$ cat src/rtl/hazard_unit_p_pkg.sv
// Shared constants and types for the MIPS pipeline hazard/forwarding unit.
// Stage indices follow the stg_en/stg_rst bit order {WB,MEM,EXE,ID,IF}.
package mips_hazard_pkg;

  localparam int STG_IF      = 0;
  localparam int STG_ID      = 1;
  localparam int STG_EXE     = 2;
  localparam int STG_MEM     = 3;
  localparam int STG_WB      = 4;
  localparam int NUM_CTL_STG = 5;
  localparam int SEL_NONE    = 0;

  typedef enum logic [1:0] {
    IDLE   = 2'd0,
    ACTIVE = 2'd1,
    DRAIN  = 2'd2
  } irq_state_t;

  // Register $0 is hard-wired to zero, so a write to it is never a producer.
  function automatic logic addr_hit(input logic wen, input logic [4:0] waddr,
                                    input logic [4:0] addr);
    return wen && (waddr != 5'd0) && (waddr == addr);
  endfunction

endpackage

$ cat src/rtl/hazard_unit_p_if.sv
// Bundle between the ID-stage pipeline control and the hazard unit.
// master = pipeline side driving operand/stage info, slave = hazard unit.
interface hazard_unit_p_if #(
  parameter int NUM_STG = 3,
  parameter int SEL_W   = $clog2(NUM_STG + 1)
);
  logic                   rs_used;
  logic                   rt_used;
  logic [4:0]             addr_rs;
  logic [4:0]             addr_rt;
  logic                   is_store_id;
  logic [NUM_STG-1:0]     wen_stg;
  logic [5*NUM_STG-1:0]   waddr_stg;
  logic [NUM_STG-1:0]     is_load_stg;
  logic                   jump_en;
  logic                   eret_id;
  logic                   irq_req;
  logic                   mem_busy;
  logic                   debug_en;
  logic                   debug_step;
  logic [SEL_W-1:0]       fwd_a;
  logic [SEL_W-1:0]       fwd_b;
  logic                   fwd_m;
  logic [4:0]             stg_en;
  logic [4:0]             stg_rst;
  logic                   ir_en;
  logic                   irq_take;

  modport master (
    output rs_used, rt_used, addr_rs, addr_rt, is_store_id,
    output wen_stg, waddr_stg, is_load_stg,
    output jump_en, eret_id, irq_req, mem_busy, debug_en, debug_step,
    input  fwd_a, fwd_b, fwd_m, stg_en, stg_rst, ir_en, irq_take
  );

  modport slave (
    input  rs_used, rt_used, addr_rs, addr_rt, is_store_id,
    input  wen_stg, waddr_stg, is_load_stg,
    input  jump_en, eret_id, irq_req, mem_busy, debug_en, debug_step,
    output fwd_a, fwd_b, fwd_m, stg_en, stg_rst, ir_en, irq_take
  );

endinterface

$ cat src/rtl/hazard_unit_p_fwd_match.sv
// Priority match of one source register against all in-flight producers;
// the youngest (lowest-index) matching stage wins.
module fwd_match
  import mips_hazard_pkg::*;
#(
  parameter int NUM_STG = 3,
  parameter int SEL_W   = $clog2(NUM_STG + 1)
) (
  input  logic                 used,
  input  logic [4:0]           addr,
  input  logic [NUM_STG-1:0]   wen_stg,
  input  logic [5*NUM_STG-1:0] waddr_stg,
  input  logic [NUM_STG-1:0]   is_load_stg,
  output logic [SEL_W-1:0]     sel,
  output logic                 is_load_hit
);

  logic [NUM_STG-1:0] hit;

  genvar gi;
  generate
    for (gi = 0; gi < NUM_STG; gi++) begin : g_hit
      assign hit[gi] = used & addr_hit(wen_stg[gi], waddr_stg[5*gi +: 5], addr);
    end
  endgenerate

  // Scan oldest to youngest so the youngest hit overwrites.
  always_comb begin
    sel         = SEL_W'(SEL_NONE);
    is_load_hit = 1'b0;
    for (int k = NUM_STG - 1; k >= 0; k--) begin
      if (hit[k]) begin
        sel         = SEL_W'(k + 1);
        is_load_hit = is_load_stg[k];
      end
    end
  end

endmodule

$ cat src/rtl/hazard_unit_p.sv
// Pipeline hazard/forwarding unit: operand forwarding, load-use stall,
// branch flush, memory freeze, debug single-step and interrupt entry/exit.
module hazard_unit_p
  import mips_hazard_pkg::*;
#(
  parameter int NUM_STG      = 3,
  parameter int LOAD_RDY_STG = 1,
  parameter int FLUSH_SLOTS  = 1,
  parameter int SEL_W        = $clog2(NUM_STG + 1)
) (
  input  logic           clk,
  input  logic           rst,
  hazard_unit_p_if.slave hz
);

  logic [SEL_W-1:0]       sel_a, sel_b;
  logic                   load_a, load_b;
  logic                   stall_a, stall_b, store_fwd, load_stall;
  logic                   step_edge, frozen, advance;
  logic [NUM_CTL_STG-1:0] stg_en_c, stg_rst_c;

  irq_state_t irq_state_q, irq_state_d;
  logic       ir_en_q, ir_en_d;
  logic       irq_take_q, irq_take_d;
  logic [2:0] flush_cnt_q, flush_cnt_d;
  logic       step_prev_q, step_prev_d;

  fwd_match #(.NUM_STG(NUM_STG), .SEL_W(SEL_W)) u_match_rs (
    .used        (hz.rs_used),
    .addr        (hz.addr_rs),
    .wen_stg     (hz.wen_stg),
    .waddr_stg   (hz.waddr_stg),
    .is_load_stg (hz.is_load_stg),
    .sel         (sel_a),
    .is_load_hit (load_a)
  );

  fwd_match #(.NUM_STG(NUM_STG), .SEL_W(SEL_W)) u_match_rt (
    .used        (hz.rt_used),
    .addr        (hz.addr_rt),
    .wen_stg     (hz.wen_stg),
    .waddr_stg   (hz.waddr_stg),
    .is_load_stg (hz.is_load_stg),
    .sel         (sel_b),
    .is_load_hit (load_b)
  );

  // A store only needs rt in MEM, so a load one stage ahead can hand its
  // data straight across instead of stalling.
  always_comb begin
    stall_a    = load_a && (int'(sel_a) <= LOAD_RDY_STG);
    stall_b    = load_b && (int'(sel_b) <= LOAD_RDY_STG);
    store_fwd  = hz.is_store_id && stall_b && (sel_b == SEL_W'(1)) && !stall_a;
    load_stall = stall_a || (stall_b && !store_fwd);
  end

  assign hz.fwd_a = sel_a;
  assign hz.fwd_b = store_fwd ? SEL_W'(SEL_NONE) : sel_b;
  assign hz.fwd_m = store_fwd;

  always_comb begin
    step_edge = hz.debug_step && !step_prev_q;
    frozen    = (hz.debug_en && !step_edge) || hz.mem_busy;
    advance   = !frozen && !load_stall;
  end

  always_comb begin
    stg_en_c  = '1;
    stg_rst_c = '0;
    if (rst) begin
      stg_en_c  = '1;
      stg_rst_c = '1;
    end else if (frozen) begin
      stg_en_c  = '0;
    end else if (load_stall) begin
      stg_en_c[STG_IF]   = 1'b0;
      stg_en_c[STG_ID]   = 1'b0;
      stg_rst_c[STG_EXE] = 1'b1;
    end else if ((flush_cnt_q != 3'd0) || hz.jump_en) begin
      stg_rst_c[STG_ID]  = 1'b1;
    end
  end

  assign hz.stg_en   = stg_en_c;
  assign hz.stg_rst  = stg_rst_c;
  assign hz.ir_en    = ir_en_q;
  assign hz.irq_take = irq_take_q;

  // The jump cycle itself squashes ID, so the counter covers the remaining slots.
  always_comb begin
    flush_cnt_d = flush_cnt_q;
    if (!frozen) begin
      if (hz.jump_en)
        flush_cnt_d = 3'(FLUSH_SLOTS - 1);
      else if (flush_cnt_q != 3'd0)
        flush_cnt_d = flush_cnt_q - 3'd1;
    end
  end

  always_comb begin
    step_prev_d = hz.debug_step;
    irq_state_d = irq_state_q;
    ir_en_d     = ir_en_q;
    irq_take_d  = 1'b0;
    if (advance) begin
      case (irq_state_q)
        IDLE: begin
          // Never enter the handler on a redirect cycle; the jump target wins.
          if (hz.irq_req && ir_en_q && !hz.jump_en) begin
            irq_take_d  = 1'b1;
            ir_en_d     = 1'b0;
            irq_state_d = ACTIVE;
          end
        end
        ACTIVE: if (hz.eret_id) irq_state_d = DRAIN;
        DRAIN: begin
          ir_en_d     = 1'b1;
          irq_state_d = IDLE;
        end
        default: irq_state_d = IDLE;
      endcase
    end
  end

  always_ff @(posedge clk or posedge rst) begin
    if (rst) begin
      irq_state_q <= IDLE;
      ir_en_q     <= 1'b1;
      irq_take_q  <= 1'b0;
      flush_cnt_q <= 3'd0;
      step_prev_q <= 1'b0;
    end else begin
      irq_state_q <= irq_state_d;
      ir_en_q     <= ir_en_d;
      irq_take_q  <= irq_take_d;
      flush_cnt_q <= flush_cnt_d;
      step_prev_q <= step_prev_d;
    end
  end

endmodule

$ cat src/flat_wrapper.sv
// flat-port wrapper written by rule: the top's interface ports become plain ports
module hazard_unit_p_flat import mips_hazard_pkg::*;
#(
  parameter int NUM_STG      = 3,
  parameter int LOAD_RDY_STG = 1,
  parameter int FLUSH_SLOTS  = 1,
  parameter int SEL_W        = $clog2(NUM_STG + 1)
)
  (clk, rst, hz_rs_used, hz_rt_used, hz_addr_rs, hz_addr_rt, hz_is_store_id, hz_wen_stg, hz_waddr_stg, hz_is_load_stg, hz_jump_en, hz_eret_id, hz_irq_req, hz_mem_busy, hz_debug_en, hz_debug_step, hz_fwd_a, hz_fwd_b, hz_fwd_m, hz_stg_en, hz_stg_rst, hz_ir_en, hz_irq_take);
  hazard_unit_p_if #(.NUM_STG(NUM_STG), .SEL_W(SEL_W)) hz_i ();
  input  logic clk;
  input  logic rst;
  input wire logic [$bits(hz_i.rs_used)-1:0] hz_rs_used;
  input wire logic [$bits(hz_i.rt_used)-1:0] hz_rt_used;
  input wire logic [$bits(hz_i.addr_rs)-1:0] hz_addr_rs;
  input wire logic [$bits(hz_i.addr_rt)-1:0] hz_addr_rt;
  input wire logic [$bits(hz_i.is_store_id)-1:0] hz_is_store_id;
  input wire logic [$bits(hz_i.wen_stg)-1:0] hz_wen_stg;
  input wire logic [$bits(hz_i.waddr_stg)-1:0] hz_waddr_stg;
  input wire logic [$bits(hz_i.is_load_stg)-1:0] hz_is_load_stg;
  input wire logic [$bits(hz_i.jump_en)-1:0] hz_jump_en;
  input wire logic [$bits(hz_i.eret_id)-1:0] hz_eret_id;
  input wire logic [$bits(hz_i.irq_req)-1:0] hz_irq_req;
  input wire logic [$bits(hz_i.mem_busy)-1:0] hz_mem_busy;
  input wire logic [$bits(hz_i.debug_en)-1:0] hz_debug_en;
  input wire logic [$bits(hz_i.debug_step)-1:0] hz_debug_step;
  output wire logic [$bits(hz_i.fwd_a)-1:0] hz_fwd_a;
  output wire logic [$bits(hz_i.fwd_b)-1:0] hz_fwd_b;
  output wire logic [$bits(hz_i.fwd_m)-1:0] hz_fwd_m;
  output wire logic [$bits(hz_i.stg_en)-1:0] hz_stg_en;
  output wire logic [$bits(hz_i.stg_rst)-1:0] hz_stg_rst;
  output wire logic [$bits(hz_i.ir_en)-1:0] hz_ir_en;
  output wire logic [$bits(hz_i.irq_take)-1:0] hz_irq_take;
  assign hz_i.rs_used = hz_rs_used;
  assign hz_i.rt_used = hz_rt_used;
  assign hz_i.addr_rs = hz_addr_rs;
  assign hz_i.addr_rt = hz_addr_rt;
  assign hz_i.is_store_id = hz_is_store_id;
  assign hz_i.wen_stg = hz_wen_stg;
  assign hz_i.waddr_stg = hz_waddr_stg;
  assign hz_i.is_load_stg = hz_is_load_stg;
  assign hz_i.jump_en = hz_jump_en;
  assign hz_i.eret_id = hz_eret_id;
  assign hz_i.irq_req = hz_irq_req;
  assign hz_i.mem_busy = hz_mem_busy;
  assign hz_i.debug_en = hz_debug_en;
  assign hz_i.debug_step = hz_debug_step;
  assign hz_fwd_a = hz_i.fwd_a;
  assign hz_fwd_b = hz_i.fwd_b;
  assign hz_fwd_m = hz_i.fwd_m;
  assign hz_stg_en = hz_i.stg_en;
  assign hz_stg_rst = hz_i.stg_rst;
  assign hz_ir_en = hz_i.ir_en;
  assign hz_irq_take = hz_i.irq_take;
  hazard_unit_p #(.NUM_STG(NUM_STG), .LOAD_RDY_STG(LOAD_RDY_STG), .FLUSH_SLOTS(FLUSH_SLOTS), .SEL_W(SEL_W)) u_core (.clk(clk), .rst(rst), .hz(hz_i));
endmodule
$ cat config.mk
export PLATFORM = sky130hd
export DESIGN_NAME = hazard_unit_p_flat
export DESIGN_NICKNAME = d
export VERILOG_FILES = /design/src/rtl/hazard_unit_p_pkg.sv /design/src/rtl/hazard_unit_p_if.sv /design/src/rtl/hazard_unit_p_fwd_match.sv /design/src/rtl/hazard_unit_p.sv /design/src/flat_wrapper.sv
export SDC_FILE = /design/constraint.sdc
export NUM_CORES = 1
export LEC_CHECK = 0
export CAP_MARGIN = 20
export CELL_PAD_IN_SITES_DETAIL_PLACEMENT = 2
export CELL_PAD_IN_SITES_GLOBAL_PLACEMENT = 2
export CORE_MARGIN = 10
export CORE_UTILIZATION = 21
export CTS_CLUSTER_DIAMETER = 80
export DETAILED_ROUTE_END_ITERATION = 12
export HOLD_SLACK_MARGIN = 0.08
export PLACE_DENSITY = 0.83
export SYNTH_ARGS = -nofsm -noshare
export SYNTH_HDL_FRONTEND = slang
export SYNTH_HIERARCHICAL = 1
export SYNTH_SLANG_ARGS = --single-unit
$ cat constraint.sdc
create_clock -name clk -period 3.33 [get_ports clk]
set_clock_uncertainty 0.15 [all_clocks]
set_input_delay 0.666 -clock clk [delete_from_list [all_inputs] [get_ports clk]]
set_output_delay 0.666 -clock clk [all_outputs]
set_load 0.01 [all_outputs]
==> results of run 1 <==
power by group:
part / switching [W] / internal (W) / total [W] / leakage, nW
clock: 0.0000379 / 0.0000829 / 0.000121 / 0.0228
sequential: 0.00000954 / 0.000114 / 0.000123 / 0.103
combinational: 0.000139 / 0.000139 / 0.000277 / 0.898
registers in the layout, indices dropped and copies added (netlist names):
name,flops
u_core/irq_state_q,2
u_core/hz.ir_en,1
u_core/step_prev_q,1
u_core/flush_cnt_q,3
u_core/hz.irq_take,1
metal layers:
| metal | wire (µm) | GRT usage [%] | vias up |
|---|---|---|---|
| li1 | - | - | 632 |
| met1 | 2090 | 12.4 | 628 |
| met2 | 3150 | 26.8 | 48 |
| met3 | 370 | 3.87 | 4 |
| met4 | 40 | 3.52 | 0 |
| met5 | 0 | 0 | - |
final cells by class:
cell class                      instances  share of cell area, %
Multi-Input combinational cell         97                   46.1
Timing Repair Buffer                   95                   36.4
Inverter                               14                   2.39
Tap cell                               67                   3.81
Antenna cell                            1                  0.114
Sequential cell                         8                   9.15
Clock buffer                            4                   2.05
synth_stat cells (2+ instances only):
library cell | number | area (µm²)
a21oi_1 | 2 | 10.0
nand2_1 | 8 | 30.0
dfrtp_1 | 7 | 175
nor3_1 | 5 | 25.0
nor2b_1 | 2 | 12.5
a21o_1 | 2 | 15.0
inv_1 | 14 | 52.6
nor4_2 | 2 | 25.0
nor4b_1 | 3 | 26.3
mux2_4 | 2 | 30.0
xnor2_1 | 6 | 52.6
ha_1 | 2 | 25.0
nor4_1 | 4 | 25.0
o2bb2ai_1 | 2 | 17.5
a31oi_1 | 2 | 12.5
o21ai_0 | 5 | 25.0
o21ai_1 | 3 | 15.0
nand3_2 | 2 | 20.0
nand3b_1 | 2 | 15.0
a21boi_1 | 2 | 15.0
mux2i_1 | 2 | 20.0
xor2_1 | 18 | 158
o2111a_1 | 2 | 22.5
nor2_1 | 4 | 15.0
buf_4 | 6 | 45.0
o2111ai_1 | 4 | 35.0
worst paths after layout:
path                                                   start                                end  slack (ns)  cells past startpoint
setup / recovery                             hz_waddr_stg[2]                      hz_stg_rst[2]       -0.01                     11
hold / removal             u_core/flush_cnt_q[2]$_DFFE_PP0P_  u_core/flush_cnt_q[2]$_DFFE_PP0P_        0.34                      1
setup reg to reg                u_core/step_prev_q$_DFF_PP0_  u_core/irq_state_q[1]$_DFFE_PP0P_        1.67                      6
hold reg to reg            u_core/flush_cnt_q[2]$_DFFE_PP0P_  u_core/flush_cnt_q[2]$_DFFE_PP0P_        0.34                      1
max in group asynchronous                                rst        u_core/hz.ir_en$_DFFE_PP1P_        1.90                      3
min in group asynchronous                                rst  u_core/flush_cnt_q[1]$_DFFE_PP0P_        0.67                      2
cells by family (layout without fill, tap and decap cells):
family / Yosys count / count (layout) / synth area share [%]
compound gates: 28 / 28 / 20.8
buf+inv: 21 / 113 / 9.47
fa+ha+maj: 2 / 2 / 2.34
other cells: 0 / 1 / 0
mux: 5 / 5 / 5.73
xor+xnor: 24 / 24 / 19.6
simple gates: 38 / 38 / 23.2
flops: 8 / 8 / 18.8
metrics by stage:
stage / cell area [µm²] / total power, W
floorplan: 1070 / 0.000230
CTS: 2090 / 0.000508
global route: 2200 / 0.000563
finish: 2200 / 0.000521
detailed placement: 1920 / 0.000372
global placement: 1920 / 0.000357
repair_timing:
item,in CTS,in global routing
gates resized for setup,119,48
setup endpoints to repair,9,8
pin swaps,26,22
setup buffers,4,2
cloned,0,0
==> impl_metrics.py, run 1 <==
metrics = {
    "routing": {
        "drtIter0Drc": 15,
        "dr.pass1.iters": 2,
        "wl_per_cell_um": 19.8,
        "dr_total_vias": 1312,
        "post_drt_via_cell_ratio": 4.59,
        "wl_um": 5660,
        "drc_errors": 0,
        "ant_nets": 0,
    },
    "clock_network": {
        "clk_pin_slew_ns": 0.04,
        "numCtsBuffers": 3,
        "cts_hold_buf": 0,
        "cts_sinks": 8,
        "htree_levels": 1,
        "cts_buffer_depth": 2,
        "clkLatencyLatePin_ns": 0.23,
        "tritoncts": "done",
        "cts_root_buf": "clkbuf_8",
    },
    "placement": {
        "hpwl_um": 4300,
        "globalplace.congestion": 0.771,
        "place_ws_ns": -0.968,
        "numPortBuffers": 58,
        "dp_cells": 275,
    },
    "sta": {
        "whs_ns": 0.343,
        "max_freq_mhz": 299,
        "hold_viol_final": 0,
        "slew_violations": 0,
        "finalCriticalPeriod_ns": 3.34,
        "worstMarginPinSlew_ns": 0.313,
        "min_period_over_period_pct": 100,
        "layout_setup_ws_ns": -0.0105,
        "rsz0062_at_grt": "true",
        "finalSetupViolCount": 1,
        "max_slew_margin_pct": 79.0,
        "setup_tns_ns": -0.0105,
    },
    "synth": {
        "ys.warnings.count": 6,
        "syn-num-nets": 170,
        "syn_avg_cell_area_um2": 8.49,
        "synth_edf_count": 0,
        "ys_types": 39,
        "synthArstFlopShare_pct": 100,
        "ys_seq_area_share_pct": 18.8,
        "ys.flop_type": "dfrtp_1",
        "syn_inst": 126,
        "synth.cell_area_mm2": 0.00107,
        "yosys_register_bits": 8,
    },
    "run_status": {
        "violations": "setup timing",
        "status": "complete, but fails checks",
    },
    "floorplanning": {
        "io_pins": 59,
        "start_util_pct": 22.2,
        "dieArea_mm2": 0.00835,
        "die_h_um": 91.4,
        "rows": 25,
        "core_area_mm2": 0.00482,
        "dieWidth_um": 91.4,
    },
    "critical_path": {
        "cp_cell_sequence": "buf_4, xor2_1, nor3_2, o2111ai_1, buf_4, mux2_4, nor2b_4, a31oi_4, inv_2, a21o_1, buf_6",
        "cp_slowest_cell": "mux2_4",
        "required_ns": 2.51,
        "path_class": "in2out",
        "crit_top_cell": "buf_4",
        "slowest_delay_ns": 0.29,
        "critPathMaxFanout": 4,
        "path_delay_family": "compound AO/OA/AOI/OAI gates",
        "path_buf_inv": 4,
        "start_kind": "primary input",
        "crit_arrival_ns": 2.52,
        "crit_path_end_kind": "output port",
    },
    "layout": {
        "syn_to_final_growth_pct": 106,
        "final_cell_mix": "36 x buf_4, 20 x clkdlybuf4s50_1, 14 x xor2_1",
        "fin_cells": 286,
        "drive_above_1_share_pct": 50.5,
        "fill_cells": 542,
        "fin_util_pct": 45.7,
        "final_common_cell": "buf_4",
        "regArea_um2": 201,
        "nets": 263,
        "multiInputGateArea_mm2": 0.00101,
    },
    "job": {
        "max_cap_viol_count": 0,
    },
    "power_and_ir_drop": {
        "peakVddDrop_mv": 0.121,
        "powerDensity_mw_per_mm2": 237,
        "leakagePower_nw": 1.02,
    },
    "global_routing": {
        "grt_pass1_wl_um": 9010,
        "globalRouteTotalUtil_pct": 13.2,
        "grt_pass1_vias": 1667,
        "antenna_found_initial": 1,
        "grt_max_degree": 8,
        "grt-ovfl-total": 0,
    },
    "min_path": {
        "hold_path.class": "reg2reg",
    },
}
(Power assumes the default switching activity.)
==> run 2: changes to the inputs <==
--- a/config.mk
+++ b/config.mk
@@ -5,10 +5,9 @@
 export SDC_FILE = /design/constraint.sdc
 export NUM_CORES = 1
 export LEC_CHECK = 0
-export CAP_MARGIN = 20
 export CELL_PAD_IN_SITES_DETAIL_PLACEMENT = 2
 export CELL_PAD_IN_SITES_GLOBAL_PLACEMENT = 2
-export CORE_MARGIN = 10
+export CORE_MARGIN = 2
 export CORE_UTILIZATION = 21
 export CTS_CLUSTER_DIAMETER = 80
 export DETAILED_ROUTE_END_ITERATION = 12
==> run 2 against run 1 <==
Via count is 0.91% higher; total power is 2.6% higher; worst hold slack worse by 0.0099 ns; utilization is 0.73 points higher; highest routed layer unchanged; setup slack worse by 0.026 ns; sequential power hardly changed; the flow still finishes with violations (setup timing); count of clock-buffer cells in the layout stayed put.
==> impl_metrics.py, run 2 (same netlist as run 1, synthesis figures left out) <==
metrics = {
    "run_status": {
        "status": "complete, but fails checks",
        "violations": "setup timing",
    },
    "layout": {
        "nets": 259,
        "diodes": 0,
        "largest_reg_flops": 3,
        "largest-register": "u_core/flush_cnt_q",
        "fin_util_pct": 46.4,
        "syn_to_final_growth_pct": 109,
        "final_common_cell": "buf_4",
        "largestRegisters": "u_core/flush_cnt_q: 3 flops, u_core/irq_state_q: 2 flops",
        "final_cell_mix": "30 x buf_4, 21 x clkdlybuf4s50_1, 13 x buf_2",
        "drive_above_1_share_pct": 54.2,
    },
    "critical_path": {
        "start_kind": "primary input",
        "cp_cell_sequence": "buf_4, buf_6, buf_4, xnor2_2, o2111ai_2, mux2_4, nor2b_4, a31oi_4, inv_2, a21o_1, buf_2",
        "critPathMaxFanout": 3,
        "crit_top_cell": "buf_4",
        "required_ns": 2.51,
        "path_class": "in2out",
        "path_delay_family": "buffers and inverters",
        "cp_slowest_cell": "mux2_4",
        "crit_path_end_kind": "output port",
        "crit_arrival_ns": 2.55,
        "path_buf_inv": 5,
        "regToRegSetupSlack_ns": 1.56,
        "slowest_delay_ns": 0.34,
    },
    "floorplanning": {
        "io_pins": 59,
        "start_util_pct": 22.2,
        "core_area_mm2": 0.00482,
        "dieWidth_um": 75.4,
        "dieArea_mm2": 0.00568,
        "rows": 25,
        "die_h_um": 75.4,
    },
    "clock_network": {
        "cts_sinks": 8,
        "cts_buffer_depth": 2,
        "cts_hold_buf": 0,
        "htree_levels": 1,
        "clk_pin_slew_ns": 0.04,
        "cts_root_buf": "clkbuf_8",
        "tritoncts": "done",
        "numCtsBuffers": 3,
        "clkLatencyLatePin_ns": 0.24,
    },
    "sta": {
        "slew_violations": 0,
        "worstMarginPinSlew_ns": 0.384,
        "finalCriticalPeriod_ns": 3.37,
        "finalSetupViolCount": 1,
        "rsz0062_at_grt": "true",
        "layout_setup_ws_ns": -0.0364,
        "max_freq_mhz": 297,
        "max_slew_margin_pct": 74.2,
        "min_period_over_period_pct": 101,
        "hold_viol_final": 0,
    },
    "routing": {
        "wl_um": 5450,
        "dr_total_vias": 1324,
        "post_drt_via_cell_ratio": 4.71,
        "dr.pass1.iters": 2,
        "ant_nets": 0,
        "wl_per_cell_um": 19.4,
        "drc_errors": 0,
        "drtIter0Drc": 28,
    },
    "power_and_ir_drop": {
        "power_w": 0.000535,
        "powerDensity_mw_per_mm2": 239,
        "leakagePower_nw": 0.973,
        "peakVddDrop_mv": 0.107,
    },
    "placement": {
        "globalplace.congestion": 0.780,
        "hpwl_um": 3760,
        "numPortBuffers": 58,
    },
    "global_routing": {
        "grt-ovfl-total": 0,
        "grt_pass1_vias": 1557,
        "globalRouteTotalUtil_pct": 17.9,
        "grt_max_degree": 9,
        "antenna_found_initial": 0,
        "grt_pass1_wl_um": 7550,
    },
    "min_path": {
        "hold_path.class": "reg2reg",
    },
    "job": {
        "max_cap_viol_count": 0,
    },
}
run 2: worst paths after layout:
check / from / to / cells past startpoint
max in group asynchronous: rst / u_core/hz.ir_en$_DFFE_PP1P_ / 3
min: u_core/flush_cnt_q[2]$_DFFE_PP0P_ / u_core/flush_cnt_q[2]$_DFFE_PP0P_ / 1
max: hz_waddr_stg[0] / hz_stg_rst[2] / 11
min in group asynchronous: rst / u_core/flush_cnt_q[1]$_DFFE_PP0P_ / 2
max reg2reg: u_core/step_prev_q$_DFF_PP0_ / u_core/irq_state_q[1]$_DFFE_PP0P_ / 7
min reg2reg: u_core/flush_cnt_q[2]$_DFFE_PP0P_ / u_core/flush_cnt_q[2]$_DFFE_PP0P_ / 1
run 2: what timing repair did:
item,4_1_cts,5_1_grt
hold endpoints to repair,0,0
buffers inserted,5,2
pin swaps,28,20
endpoints found under the setup margin,9,8
gates resized for setup,129,66
run 2: worst register-to-register path, stage by stage (launching register included):
cell and delay, ns:
dfrtp_1 0.38, nand2b_4 0.15, a21oi_4 0.15, buf_4 0.17, nand2_2 0.07, buf_4 0.14
buf_4 0.13, mux2_1 0.30
run 2: power breakdown:
group	internal, W	switching, W	total (W)
combinational	0.000140	0.000146	0.000286
sequential	0.000114	0.00000871	0.000122
clock	0.0000834	0.0000434	0.000127
run 2: final cells by class:
class | count | area (µm²)
clock buffer | 4 | 45.0
fill | 536 | 2580
inverter | 14 | 52.6
multi-input combinational | 97 | 1090
sequential | 8 | 201
tap | 67 | 83.8
timing repair buffer | 91 | 762
run 2: metal layers:
| layer | track usage (%) | vias up | routed length (µm) | share of wire, % |
|---|---|---|---|---|
| li1 | - | 613 | - | - |
| met3 | 2.51 | 7 | 211 | 3.9 |
| met1 | 19.3 | 656 | 1990 | 36 |
| met5 | 0 | - | 0 | 0 |
| met4 | 6.24 | 0 | 74 | 1.4 |
| met2 | 35.0 | 48 | 3170 | 58 |
run 2: through the flow:
step                hold WS (ns)  setup WS (ns)  TNS, ns  instance area, µm²  instances
global placement           0.311         -0.883    -6.20                1900        272
floorplan                  0.299         0.0721        0                1070        126
finish                     0.333        -0.0364  -0.0364                2240        281
global route               0.354        -0.0793   -0.213                2240        281
detailed placement         0.320         -0.988    -7.14                1900        272
CTS                        0.343        -0.0129  -0.0129                2050        280
